File: src/rtl/alu_multicycle.sv
// alu_multicycle: registered ALU with valid/ready handshakes on both sides.
// Single-cycle ops (ADD, SUB, AND, OR, XOR, SHL, SHR) produce a result one
// cycle after accept. MUL is an unsigned shift-add multiply that takes WIDTH
// EXEC cycles. The result and the NZCV flags are held until the consumer
// accepts them.
//
// Ports:
//   clk, rst            clock, synchronous active-high reset
//   in_valid/in_ready   operand handshake (in_ready depends combinationally on out_ready)
//   A, B, opcode        operands and operation (B is also the shift amount)
//   out_valid/out_ready result handshake
//   result              2*WIDTH-bit registered result
//   N, Z, C, V          registered flags
//   busy                multiply in progress
module alu_multicycle #(
  parameter int unsigned WIDTH = 4
) (
  input  logic               clk,
  input  logic               rst,
  input  logic               in_valid,
  output logic               in_ready,
  input  logic [WIDTH-1:0]   A,
  input  logic [WIDTH-1:0]   B,
  input  logic [2:0]         opcode,
  output logic               out_valid,
  input  logic               out_ready,
  output logic [2*WIDTH-1:0] result,
  output logic               N,
  output logic               Z,
  output logic               C,
  output logic               V,
  output logic               busy
);

  localparam int unsigned CW = $clog2(WIDTH);
  localparam logic [CW-1:0] CNT_LAST = CW'(WIDTH - 1);

  typedef enum logic [1:0] {
    S_IDLE,
    S_EXEC,
    S_DONE
  } state_e;

  typedef enum logic [2:0] {
    OP_ADD = 3'b000,
    OP_SUB = 3'b001,
    OP_AND = 3'b010,
    OP_OR  = 3'b011,
    OP_XOR = 3'b100,
    OP_SHL = 3'b101,
    OP_SHR = 3'b110,
    OP_MUL = 3'b111
  } op_e;

  state_e               state_q, state_d;
  logic [2*WIDTH-1:0]   result_q, result_d;
  logic                 n_q, n_d, z_q, z_d, c_q, c_d, v_q, v_d;
  logic [2*WIDTH-1:0]   mcand_q, mcand_d;
  logic [WIDTH-1:0]     mplier_q, mplier_d;
  logic [2*WIDTH-1:0]   acc_q, acc_d;
  logic [CW-1:0]        cnt_q, cnt_d;

  logic                 accept;
  logic [WIDTH:0]       alu_sum;
  logic [WIDTH-1:0]     alu_dif;
  logic [2*WIDTH-1:0]   a_ext;
  logic [2*WIDTH-1:0]   alu_res;
  logic                 alu_n, alu_z, alu_c, alu_v;
  logic [2*WIDTH-1:0]   mul_acc_next;

  assign in_ready  = (state_q == S_IDLE) || ((state_q == S_DONE) && out_ready);
  assign accept    = in_valid && in_ready;
  assign out_valid = (state_q == S_DONE);
  assign busy      = (state_q == S_EXEC);
  assign result    = result_q;
  assign N         = n_q;
  assign Z         = z_q;
  assign C         = c_q;
  assign V         = v_q;

  // Single-cycle datapath, evaluated on the live inputs and captured at accept.
  always_comb begin
    alu_sum = {1'b0, A} + {1'b0, B};
    alu_dif = A - B;
    a_ext   = {{WIDTH{1'b0}}, A};
    alu_res = '0;
    alu_n   = 1'b0;
    alu_c   = 1'b0;
    alu_v   = 1'b0;
    case (op_e'(opcode))
      OP_ADD: begin
        alu_res = {{(WIDTH-1){1'b0}}, alu_sum};
        alu_n   = alu_sum[WIDTH-1];
        alu_c   = alu_sum[WIDTH];
        alu_v   = (A[WIDTH-1] == B[WIDTH-1]) && (alu_sum[WIDTH-1] != A[WIDTH-1]);
      end
      OP_SUB: begin
        alu_res = {{WIDTH{alu_dif[WIDTH-1]}}, alu_dif};
        alu_n   = alu_dif[WIDTH-1];
        alu_c   = (A >= B);
        alu_v   = (A[WIDTH-1] != B[WIDTH-1]) && (alu_dif[WIDTH-1] != A[WIDTH-1]);
      end
      OP_AND: begin
        alu_res = {{WIDTH{1'b0}}, A & B};
        alu_n   = alu_res[WIDTH-1];
      end
      OP_OR: begin
        alu_res = {{WIDTH{1'b0}}, A | B};
        alu_n   = alu_res[WIDTH-1];
      end
      OP_XOR: begin
        alu_res = {{WIDTH{1'b0}}, A ^ B};
        alu_n   = alu_res[WIDTH-1];
      end
      // Shift amounts at or beyond the vector width naturally yield zero.
      OP_SHL: begin
        alu_res = a_ext << B;
        alu_n   = alu_res[2*WIDTH-1];
      end
      OP_SHR: begin
        alu_res = a_ext >> B;
      end
      default: begin
        alu_res = '0;
      end
    endcase
    alu_z = (alu_res == '0);
  end

  // One shift-add step: add the shifted multiplicand when the current
  // multiplier LSB is set.
  assign mul_acc_next = acc_q + (mplier_q[0] ? mcand_q : '0);

  always_comb begin
    state_d  = state_q;
    result_d = result_q;
    n_d      = n_q;
    z_d      = z_q;
    c_d      = c_q;
    v_d      = v_q;
    mcand_d  = mcand_q;
    mplier_d = mplier_q;
    acc_d    = acc_q;
    cnt_d    = cnt_q;
    case (state_q)
      S_IDLE, S_DONE: begin
        if (accept) begin
          if (op_e'(opcode) == OP_MUL) begin
            state_d  = S_EXEC;
            mcand_d  = {{WIDTH{1'b0}}, A};
            mplier_d = B;
            acc_d    = '0;
            cnt_d    = '0;
          end else begin
            state_d  = S_DONE;
            result_d = alu_res;
            n_d      = alu_n;
            z_d      = alu_z;
            c_d      = alu_c;
            v_d      = alu_v;
          end
        end else if (state_q == S_DONE && out_ready) begin
          state_d = S_IDLE;
        end
      end
      S_EXEC: begin
        acc_d    = mul_acc_next;
        mcand_d  = mcand_q << 1;
        mplier_d = mplier_q >> 1;
        cnt_d    = cnt_q + CW'(1);
        if (cnt_q == CNT_LAST) begin
          state_d  = S_DONE;
          result_d = mul_acc_next;
          n_d      = 1'b0;
          z_d      = (mul_acc_next == '0);
          c_d      = 1'b0;
          v_d      = (mul_acc_next[2*WIDTH-1:WIDTH] != '0);
        end
      end
      default: begin
        state_d = S_IDLE;
      end
    endcase
  end

  always_ff @(posedge clk) begin
    if (rst) begin
      state_q  <= S_IDLE;
      result_q <= '0;
      n_q      <= 1'b0;
      z_q      <= 1'b0;
      c_q      <= 1'b0;
      v_q      <= 1'b0;
      mcand_q  <= '0;
      mplier_q <= '0;
      acc_q    <= '0;
      cnt_q    <= '0;
    end else begin
      state_q  <= state_d;
      result_q <= result_d;
      n_q      <= n_d;
      z_q      <= z_d;
      c_q      <= c_d;
      v_q      <= v_d;
      mcand_q  <= mcand_d;
      mplier_q <= mplier_d;
      acc_q    <= acc_d;
      cnt_q    <= cnt_d;
    end
  end

endmodule

File: config.mk
export PLATFORM = sky130hd
export DESIGN_NAME = alu_multicycle
export DESIGN_NICKNAME = d
export VERILOG_FILES = /design/src/rtl/alu_multicycle.sv
export SDC_FILE = /design/constraint.sdc
export NUM_CORES = 1
export LEC_CHECK = 0
export CAP_MARGIN = 20
export CORE_MARGIN = 2
export CORE_UTILIZATION = 40
export DETAILED_ROUTE_END_ITERATION = 10
export HOLD_SLACK_MARGIN = 0.06
export SYNTH_ARGS = -nofsm -noshare
export SYNTH_HDL_FRONTEND = slang
export SYNTH_SLANG_ARGS = --single-unit
export TNS_END_PERCENT = 1
File: constraint.sdc
create_clock -name clk -period 3.8 [get_ports clk]
set_input_delay 0.76 -clock clk [delete_from_list [all_inputs] [get_ports clk]]
set_output_delay 0.76 -clock clk [all_outputs]
set_load 0.1 [all_outputs]
==> After elaboration in Yosys (flattened, before gate mapping) <==
Index checks and enable logic that the tools add are counted.
{ "totals": {"mem_count": 0, "mem_bits_ro": 0, "latchBits": 0, "in_bits": 15, "reg_bits": 36, "output_inout_bits": 15, "mem_bits_rw": 0, "wordCells": 95} }
{ "op_classes": {"n_shift": 2, "n_mux": 41, "magnitude_cmp": 1, "add_sub_neg": 4, "bitwise": 3, "mul": 0, "n_div": 0, "reduce_logical": 15, "eq_ne": 19} }
{ "op_table": {"columns": ["cell", "n"], "rows": [
  ["$mux W8", 8],
  ["$pmux W8 S7", 1],
  ["$pmux W8 S2", 3],
  ["$logic_not A8 Y1", 2],
  ["$eq A3 B3 Y1 const B", 4],
  ["$mux W2", 6],
  ["$pmux W1 S2", 6],
  ["$mux W1", 11],
  ["$add A8 B8 Y8", 1],
  ["$mux W4", 2],
  ["$pmux W2 S2", 2],
  ["$pmux W4 S2", 1],
  ["$shl A4 B4 Y8", 1],
  ["$shr A4 B4 Y8", 1],
  ["$eq A3 B2 Y1 const B", 2],
  ["$ne A2 B2 Y1 const B", 3],
  ["$pmux W1 S6", 1],
  ["$add A4 B4 Y5", 1],
  ["$and A4 B4 Y4", 1],
  ["$eq A2 B2 Y1 const B", 2],
  ["$ge A4 B4 Y1", 1],
  ["$logic_and A1 B1 Y1", 4],
  ["$or A4 B4 Y4", 1],
  ["$reduce_and A4 Y1", 1],
  ["other kinds (17)", 19]
]} }

==> Depth between registers and ports, before layout <==
Gate-level depths: netlist (run 1).
{ "logic_depth": {"depth_word": 7, "ltp_mapped": 10, "mapped_depth_nobuf": 10} }

==> Least setup slack after synthesis (run 1) <==
No wires, ideal clock.
{ "synth_path": {"path_kind": "input -> register", "startpoint": "input B[1]", "endpoint": "register z_q (netlist: Z)", "cell_stages": 10, "t_required_ns": 3.677, "setup_time_ns": 0.123, "t_arrival_ns": 2.917, "setup_slack_ns": 0.760, "path_cell_list": "clkbuf_1 > inv_1 > ha_1 > nor3_1 > or4_1 > a21oi_1 > nor3_1 > nand3_1 > nor4_1 > a311o_2"} }
{ "synth_between": {"elab_chain_cells": 6, "word_cells_on_any_way": 12} }
{ "synth_lines": {"columns": ["element", "line", "text"], "rows": [
  ["start: declaration", "23", "input logic [WIDTH-1:0] B,"],
  ["$sub A4 B4 Y4, or another cell as far along", "84", "alu_dif = A - B;"],
  ["$pmux W8 S7 (*)", "90", "case (op_e'(opcode))"],
  ["$logic_not A8 Y1 (*)", "127", "alu_z = (alu_res == '0);"],
  ["$mux W1 (*)", "148", "if (op_e'(opcode) == OP_MUL) begin"],
  ["$mux W1 (*)", "147", "if (accept) begin"],
  ["$pmux W1 S2 (*)", "145", "case (state_q)"],
  ["end signal: assignment", "202", "z_q <= z_d;"],
  ["end: declaration", "57", "logic n_q, n_d, z_q, z_d, c_q, c_d, v_q, v_d;"]
]} }
Every way passes the cells marked *; elsewhere a longest branch is shown, timed or not. The select of a mux whose other input is x is not followed.
A chain may end at the register's enable or synchronous reset.

==> Worst setup path in the final report (run 1) <==
{ "layout_path": {"startpoint": "input A[0]", "endpoint": "register z_q (netlist: Z)"} }
{ "layout_between": {"elab_chain_cells": 6, "word_cells_on_any_way": 12} }
{ "layout_lines": {"columns": ["element", "line", "text"], "rows": [
  ["start: declaration", "22", "input logic [WIDTH-1:0] A,"],
  ["$sub A4 B4 Y4, or another cell as far along", "84", null],
  ["$pmux W8 S7 (*)", "90", null],
  ["$logic_not A8 Y1 (*)", "127", null],
  ["$mux W1 (*)", "148", null],
  ["$mux W1 (*)", "147", null],
  ["$pmux W1 S2 (*)", "145", null]
]} }
Marks and branches as above.

==> results.yml, run 1 <==
setup_path:
  setup.worst_path.start_class: "input port"
  slowest_delay_ps: 590
  cp_cell_sequence: "clkdlybuf4s50_1, inv_1, ha_1, fa_1, xor2_1, and3_1, a211oi_1, nand3_1, or3_1, nor4_1, a311o_2"
  crit_arrival_ps: 3540
  end_kind: "flip-flop"
  cp.required_ps: 4030
  worstPathMaxFanout: 6
  critical_path.slowest_cell: "clkdlybuf4s50_1"
  worstSetupPathType: "input port to flip-flop"
global_route:
  track_usage_pct: 20.9
  grt_pass1_vias: 2420
  grt_pass1_wl_um: 12200
  grt-ovfl-total: 0
  grt_max_degree: 35
  antenna_found_initial: 0
synthesis:
  ys_seq_area_share_pct: 26.5
  synthTopCellsByCount: "nand2_1, dfxtp_1, nor2_1"
  yosysWarningCount: 0
  synth_top_area_share_pct: 26.5
  synth_ff_type: "dfxtp_1"
  netlist_area_um2: 2720
  synth-edff-count: 0
  async_flop_share_pct: 0
  syn_area_per_cell_um2: 7.71
  synth-seq-cells: 36
  syn_nets: 392
  synth_top_area_cell: "dfxtp_1"
  synth.lib_cells_used.distinct: 55
  yosys-top-cells-area: "dfxtp_1, ha_1, nand2_1"
  synth_cells: 353
  synth.most_common_cell: "nand2_1"
clock_tree:
  post-cts-setup-buffers: 0
  cts.repair.resized: 0
  clockRootBuffer: "clkbuf_8"
  cts_num_sinks: 36
  clk_latency_ps: 300
  clk_pin_slew_ps: 90
  clockBufferDepth: 2
  cts_tree: "done"
  cts_buffers: 5
  cts_hold_buf: 0
  htreeDepth: 2
sta:
  drv_slew: 0
  hold_slack_ps: 456
  finalCritPeriodShare_pct: 87.0
  fin_skew_ps: 17.9
  fin_tns_setup_ps: 0
  rsz0062_at_grt: "false"
  timing.fmax_ghz: 0.302
  setup_viol: 0
  fin_crit_ps: 3310
  fin_ws_ps: 494
  hold_violations: 0
  tightestPinTransition_ps: 968
  slew_headroom_pct: 35.3
route:
  wl_per_cell_um: 16.3
  avgViaCountPerCell: 5.75
  ant_nets: 0
  detail_route.drc_violations: 0
  wirelength_um: 7550
  drt_iter0_drc: 152
  firstDrtPassIters: 4
  via_count: 2656
floorplanning:
  die_x_um: 86.5
  dieHeight_um: 86.5
  die_area_um2: 7480
  initial_core_util_pct: 40.7
  core_um2: 6680
  num_rows: 30
  ios: 30
power:
  peakVddDrop_mv: 0.132
  p_leak_nw: 1.35
  powerDensity_nw_per_um2: 310
  power_mw: 0.997
cells_and_area:
  drive_above_1_share_pct: 9.42
  num-nets-final: 420
  synthToLayoutAreaGrowth_pct: 18.3
  diodes: 0
flow_run:
  max_cap_viol_count: 0
run_status:
  status: "completed"
min_path:
  worstHoldPathType: "flip-flop to flip-flop"
placement:
  io_buffers: 29
  dp_slack_ps: 249
  gp_routability_congestion: 0.902
  dp_hpwl_um: 5730
## cell usage in the layout, fill, tap and decap left out, types with 2 or more instances in the layout
cell type and count:
a21oi_1 26, nand2_1 47, and2_1 3, o21bai_1 2, a311oi_1 6, o2bb2ai_1 2, a211oi_1 3, dfxtp_1 36
a2bb2oi_1 2, fa_1 3, a221oi_1 3, ha_1 21, nor2_1 31, a31oi_1 2, inv_1 14, nor3_1 10
xnor2_1 3, and3_1 4, buf_4 15, nor2b_1 10, o31ai_1 4, o21a_1 2, xor2_1 4, o22ai_1 4
clkdlybuf4s50_1 27, nand3_1 14, o211a_1 2, a22oi_1 4, a22o_1 2, o211ai_1 7, o21ai_0 13, nor4_1 8
mux2i_1 6, nand2b_1 4, clkbuf_8 6, and2_2 8, a21o_1 4
## logic make-up (layout without fill, tap and decap cells)
family / count (synthesis) / after routing / share of synthesized area (%)
fa+ha+maj: 24 / 24 / 11.9
mux: 8 / 8 / 3.17
simple gates: 147 / 147 / 27.0
compound gates: 96 / 96 / 24.3
buf+inv: 35 / 64 / 4.88
flops: 36 / 36 / 26.5
xor+xnor: 7 / 7 / 2.25
## report_power, final
part           internal (mW)  switching (mW)  total [mW]
registers              0.392         0.00936       0.401
logic                 0.0983           0.203       0.301
clock network          0.148           0.147       0.295
## sequential cells by signal, indices dropped and copies added (netlist names), 2 cells and up
signal    count
mplier_q      4
cnt_q         2
mcand_q       8
result        8
state_q       2
acc_q         8
## metrics by stage
step                      instances  cell area (um2)  utilization [%]
after floorplan                 353             2720                -
after global placement          454             3120             46.7
after detailed placement        454             3120             46.7
after CTS                       462             3220             48.1
after global routing            462             3220             48.1
final                           462             3220             48.1
## area by class of cell
type	instances	area, um2
clock buffer	7	86.3
clock inverter	1	7.51
fill	675	3460
inverter	14	52.6
multi-input combinational	282	1870
sequential	36	721
tap	80	100
timing repair buffer	42	383
## per-layer routing
layer	vias up	global-route usage [%]	wire length, um
met5	-	0	0
met2	76	34.0	3630
li1	1326	-	-
met1	1249	28.3	3580
met3	5	3.43	298
met4	0	6.39	47
## worst max-delay path, delay by kind of cell
| kind | cells | cell delay [ps] |
|---|---|---|
| compound gates | 2 | 460 |
| xor+xnor | 1 | 180 |
| fa+ha+maj | 2 | 640 |
| buf+inv | 2 | 680 |
| simple gates | 4 | 820 |
## path summary, 6_finish.rpt
kind | end | start | depth (start not counted) | slack (ps)
setup / recovery | Z | A[0] | 11 | 490
hold / removal | mcand_q[4] | mcand_q[3] | 2 | 460
setup reg to reg | Z | mplier_q[0] | 9 | 870
hold reg to reg | mcand_q[4] | mcand_q[3] | 2 | 460
No activity file was read; power rests on OpenSTA's default activity.
==> inputs of run 2 (changes only) <==
--- a/config.mk
+++ b/config.mk
@@ -8,7 +8,9 @@
 export CAP_MARGIN = 20
 export CORE_MARGIN = 2
 export CORE_UTILIZATION = 40
+export CTS_CLUSTER_SIZE = 24
 export DETAILED_ROUTE_END_ITERATION = 10
+export GPL_ROUTABILITY_DRIVEN = 0
 export HOLD_SLACK_MARGIN = 0.06
 export SYNTH_ARGS = -nofsm -noshare
 export SYNTH_HDL_FRONTEND = slang
==> run 2 against run 1 <==
Effect of this change: critical path depth stayed put; global-route usage decreased by 0.81 points; worst hold slack improved by 10 ps; clock skew shrank 13 ps; total power rose by 4.0%; via count grew 0.64%; setup slack better by 33 ps; sequential power barely moved; count of clock-buffer cells in the layout shrank 2; routed wire length down 5.3%; largest power group unchanged; clock power grew 14%; register-to-register slack better by 70 ps; highest routed layer unchanged.
==> results.yml, run 2 (synthesis gave the netlist of run 1 again) <==
run_status:
  status: "completed"
flow_run:
  max_cap_viol_count: 0
sta:
  slew_headroom_pct: 35.0
  fin_ws_ps: 526
  finalCritPeriodShare_pct: 86.1
  hold_violations: 0
  timing.fmax_ghz: 0.305
  fin_tns_setup_ps: 0
  fin_skew_ps: 4.73
  tightestPinTransition_ps: 972
  fin_crit_ps: 3270
  rsz0062_at_grt: "false"
  drv_slew: 0
  setup_viol: 0
route:
  firstDrtPassIters: 4
  drt_iter0_drc: 157
  detail_route.drc_violations: 0
  wl_per_cell_um: 15.5
  via_count: 2673
  wirelength_um: 7150
  avgViaCountPerCell: 5.79
  ant_nets: 0
power:
  combinationalPowerShare_pct: 28.8
  p_leak_nw: 1.36
  peakVddDrop_mv: 0.116
  p_sw_mw: 0.353
  swShare_pct: 34.1
  pwr-share-clk_pct: 32.5
  pwr-share-seq_pct: 38.7
  intPower_mw: 0.684
  powerDensity_nw_per_um2: 321
cells_and_area:
  num-nets-final: 420
  final_cell_mix: "nand2_1, dfxtp_1, nor2_1"
  synthToLayoutAreaGrowth_pct: 18.9
  diodes: 0
  drive_above_1_share_pct: 9.69
  layout_commonest_cell: "nand2_1"
clock_tree:
  cts_tree: "done"
  clk_latency_ps: 290
  cts_num_sinks: 36
  cts.repair.resized: 0
  clk_pin_slew_ps: 80
  clockRootBuffer: "clkbuf_8"
  cts_buffers: 5
  clockBufferDepth: 2
  post-cts-setup-buffers: 0
  cts_hold_buf: 0
  htreeDepth: 2
placement:
  dp_hpwl_um: 5510
  io_buffers: 29
  dp_slack_ps: 265
setup_path:
  worstSetupPathType: "input port to flip-flop"
  worstPathMaxFanout: 6
  end_kind: "flip-flop"
  setup.worst_path.start_class: "input port"
  crit_arrival_ps: 3510
  cp.required_ps: 4040
floorplanning:
  ios: 30
  core_um2: 6680
  num_rows: 30
  initial_core_util_pct: 40.7
  dieHeight_um: 86.5
  die_area_um2: 7480
  die_x_um: 86.5
global_route:
  track_usage_pct: 20.1
  grt_pass1_vias: 2433
  grt_pass1_wl_um: 12000
  grt-ovfl-total: 0
  grt_max_degree: 35
  antenna_found_initial: 0
min_path:
  worstHoldPathType: "flip-flop to flip-flop"
[run 2: final cells by class]
type                            count  area [um2]
Clock buffer                        5        68.8
Clock inverter                      3        42.5
Fill cell                         684        3450
Inverter                           14        52.6
Multi-Input combinational cell    282        1870
Sequential cell                    36         721
Tap cell                           80         100
Timing Repair Buffer               42         383
[run 2: routing by layer]
layer | vias up | global-route usage, % | wire length (um)
met3 | 12 | 2.95 | 348
met5 | - | 0 | 0
met4 | 0 | 6.82 | 168
met2 | 85 | 31.8 | 3300
met1 | 1245 | 27.9 | 3330
li1 | 1331 | - | -
[run 2: critical path, stage by stage]
cell,delay (ps)
clkdlybuf4s50_1,590
inv_1,90
ha_1,240
fa_1,400
xor2_1,180
and3_1,190
a211oi_1,270
nand3_1,110
or3_1,310
nor4_1,220
a311o_2,160
[run 2: power groups by stage]
stage	logic (mW)	clock network (mW)	registers (mW)
6_report	0.298	0.337	0.401
5_1_grt	0.322	0.363	0.403
2_1_floorplan	0.144	0	0.475
3_3_place_gp	0.297	0	0.410
4_1_cts	0.297	0.350	0.401
3_5_place_dp	0.296	0	0.410
[run 2: path summary, 6_finish.rpt]
| kind | from | end | slack, ps | cells past startpoint |
|---|---|---|---|---|
| hold / removal | acc_q[2] | acc_q[2] | 470 | 2 |
| setup reg to reg | mplier_q[0] | Z | 940 | 9 |
| setup / recovery | A[0] | Z | 530 | 11 |
| hold reg to reg | acc_q[2] | acc_q[2] | 470 | 2 |
[run 2: through the flow]
| stage | total power, mW | std cells | area (um2) | hold WS, ps | util (%) |
|---|---|---|---|---|---|
| after global placement | 0.706 | 454 | 3120 | 450 | 46.7 |
| final | 1.04 | 462 | 3230 | 466 | 48.4 |
| after floorplan | 0.619 | 353 | 2720 | 440 | - |
| after CTS | 1.05 | 462 | 3230 | 467 | 48.4 |
| after detailed placement | 0.706 | 454 | 3120 | 457 | 46.7 |
| after global routing | 1.09 | 462 | 3230 | 484 | 48.4 |
==> inputs of run 3 (changes only) <==
==> constraint.sdc (replaced) <==
create_clock -name clk -period 2.9 [get_ports clk]
set_input_delay 0.58 -clock clk [delete_from_list [all_inputs] [get_ports clk]]
set_output_delay 0.58 -clock clk [all_outputs]
set_load 0.1 [all_outputs]
==> run 3 against run 2 <==
Effect of this change: flip-flop and latch count unchanged; clock skew rose by 10 ps; non-clock buffer count up 33; clock power up 6.5%; sequential power is 31% higher; critical path type unchanged; total power is 28% higher; global-route usage up 0.93 points; critical endpoint unchanged; count of clock-buffer cells in the layout unchanged; utilization rose by 3.7 points; die area is the same; via count up 2.7%.
==> results.yml, run 3 (synthesis gave the netlist of run 1 again) <==
route:
  ant_nets: 0
  highest_layer: "met4"
  detail_route.drc_violations: 0
  wl_per_cell_um: 15.5
  via_count: 2744
  firstDrtPassIters: 4
  wl_met1_um: 3920
  wirelength_um: 7680
  dr_wl_met2_um: 3460
  avgViaCountPerCell: 5.54
  wl_met3_um: 203
  drt_iter0_drc: 88
clock_tree:
  clk_latency_ps: 290
  cts_tree: "done"
  cts.repair.resized: 0
  cts_num_sinks: 36
  cts_hold_buf: 0
  htreeDepth: 2
  clockRootBuffer: "clkbuf_8"
  post-cts-setup-buffers: 0
  clk_pin_slew_ps: 80
  cts_buffers: 5
  clockBufferDepth: 2
global_route:
  track_usage_pct: 21.0
  grt_pass1_wl_um: 12400
  grt_pass1_vias: 2553
  grt-ovfl-total: 0
  grt_max_degree: 35
  antenna_found_initial: 0
cells_and_area:
  layout_commonest_cell: "buf_4"
  diodes: 0
  register_area_um2: 722
  synthToLayoutAreaGrowth_pct: 28.1
  fin_area_um2: 3480
  fill_cells: 665
  final_cell_count_no_fill: 495
  final_cell_mix: "buf_4, nand2_1, dfxtp_1"
  multi_input_area_um2: 1900
  drive_above_1_share_pct: 21.7
  final_util_pct: 52.1
  num-nets-final: 453
sta:
  hold_violations: 0
  tightestPinTransition_ps: 724
  hold_slack_ps: 467
  timing.fmax_ghz: 0.346
  fin_crit_ps: 2890
  slew_headroom_pct: 51.5
  setup_viol: 0
  fin_tns_setup_ps: 0
  finalCritPeriodShare_pct: 99.6
  fin_skew_ps: 15.1
  drv_slew: 0
  fin_ws_ps: 12.6
  rsz0062_at_grt: "true"
floorplanning:
  dieHeight_um: 86.5
  num_rows: 30
  ios: 30
  die_area_um2: 7480
  initial_core_util_pct: 40.7
  core_um2: 6680
  die_x_um: 86.5
placement:
  io_buffers: 29
  placedCellCount: 487
  placed_area_um2: 3360
  dp_hpwl_um: 5890
  dp_slack_ps: -288
min_path:
  worstHoldPathType: "flip-flop to flip-flop"
setup_path:
  crit_arrival_ps: 3080
  reg2reg_slack_ps: 110
  worstSetupPathType: "input port to flip-flop"
  end_kind: "flip-flop"
  worstPathMaxFanout: 4
  cp.required_ps: 3090
  setup.worst_path.start_class: "input port"
power:
  p_leak_nw: 1.55
  peakVddDrop_mv: 0.215
  power_mw: 1.33
  powerDensity_nw_per_um2: 381
flow_run:
  max_cap_viol_count: 0
run_status:
  status: "completed"
## run 3: path summary, 6_finish.rpt
check / cells past startpoint / startpoint / end
min: 2 / mcand_q[6] / mcand_q[7]
max: 10 / B[2] / Z
min reg2reg: 2 / mcand_q[6] / mcand_q[7]
max reg2reg: 9 / mplier_q[0] / Z
## run 3: routing by layer
layer,vias up,track usage (%)
met5,-,0
met4,0,6.11
met3,9,2.86
met2,45,32.9
met1,1289,30.1
li1,1401,-
## run 3: final cells by class
| type | count | share of cell area, % |
|---|---|---|
| clock inverter | 3 | 0.539 |
| sequential | 36 | 20.7 |
| tap | 80 | 2.87 |
| timing repair buffer | 75 | 17.9 |
| clock buffer | 5 | 1.98 |
| multi-input combinational | 282 | 54.5 |
| inverter | 14 | 1.51 |
## run 3: report_power, final
| group | switching, mW | leakage, nW | internal, mW | total (mW) |
|---|---|---|---|---|
| Sequential | 0.0117 | 0.293 | 0.513 | 0.525 |
| Combinational | 0.278 | 1.21 | 0.164 | 0.442 |
| Clock | 0.192 | 0.0479 | 0.167 | 0.359 |
| Total | 0.482 | 1.55 | 0.845 | 1.33 |
## run 3: worst max-delay path: stages
cell             delay, ps
clkdlybuf4s50_1        480
inv_1                   60
ha_1                   370
nor3_2                  90
or4_1                  520
a21oi_1                340
nor3_1                 120
nand3_1                110
nor4_2                  60
a311o_2                350
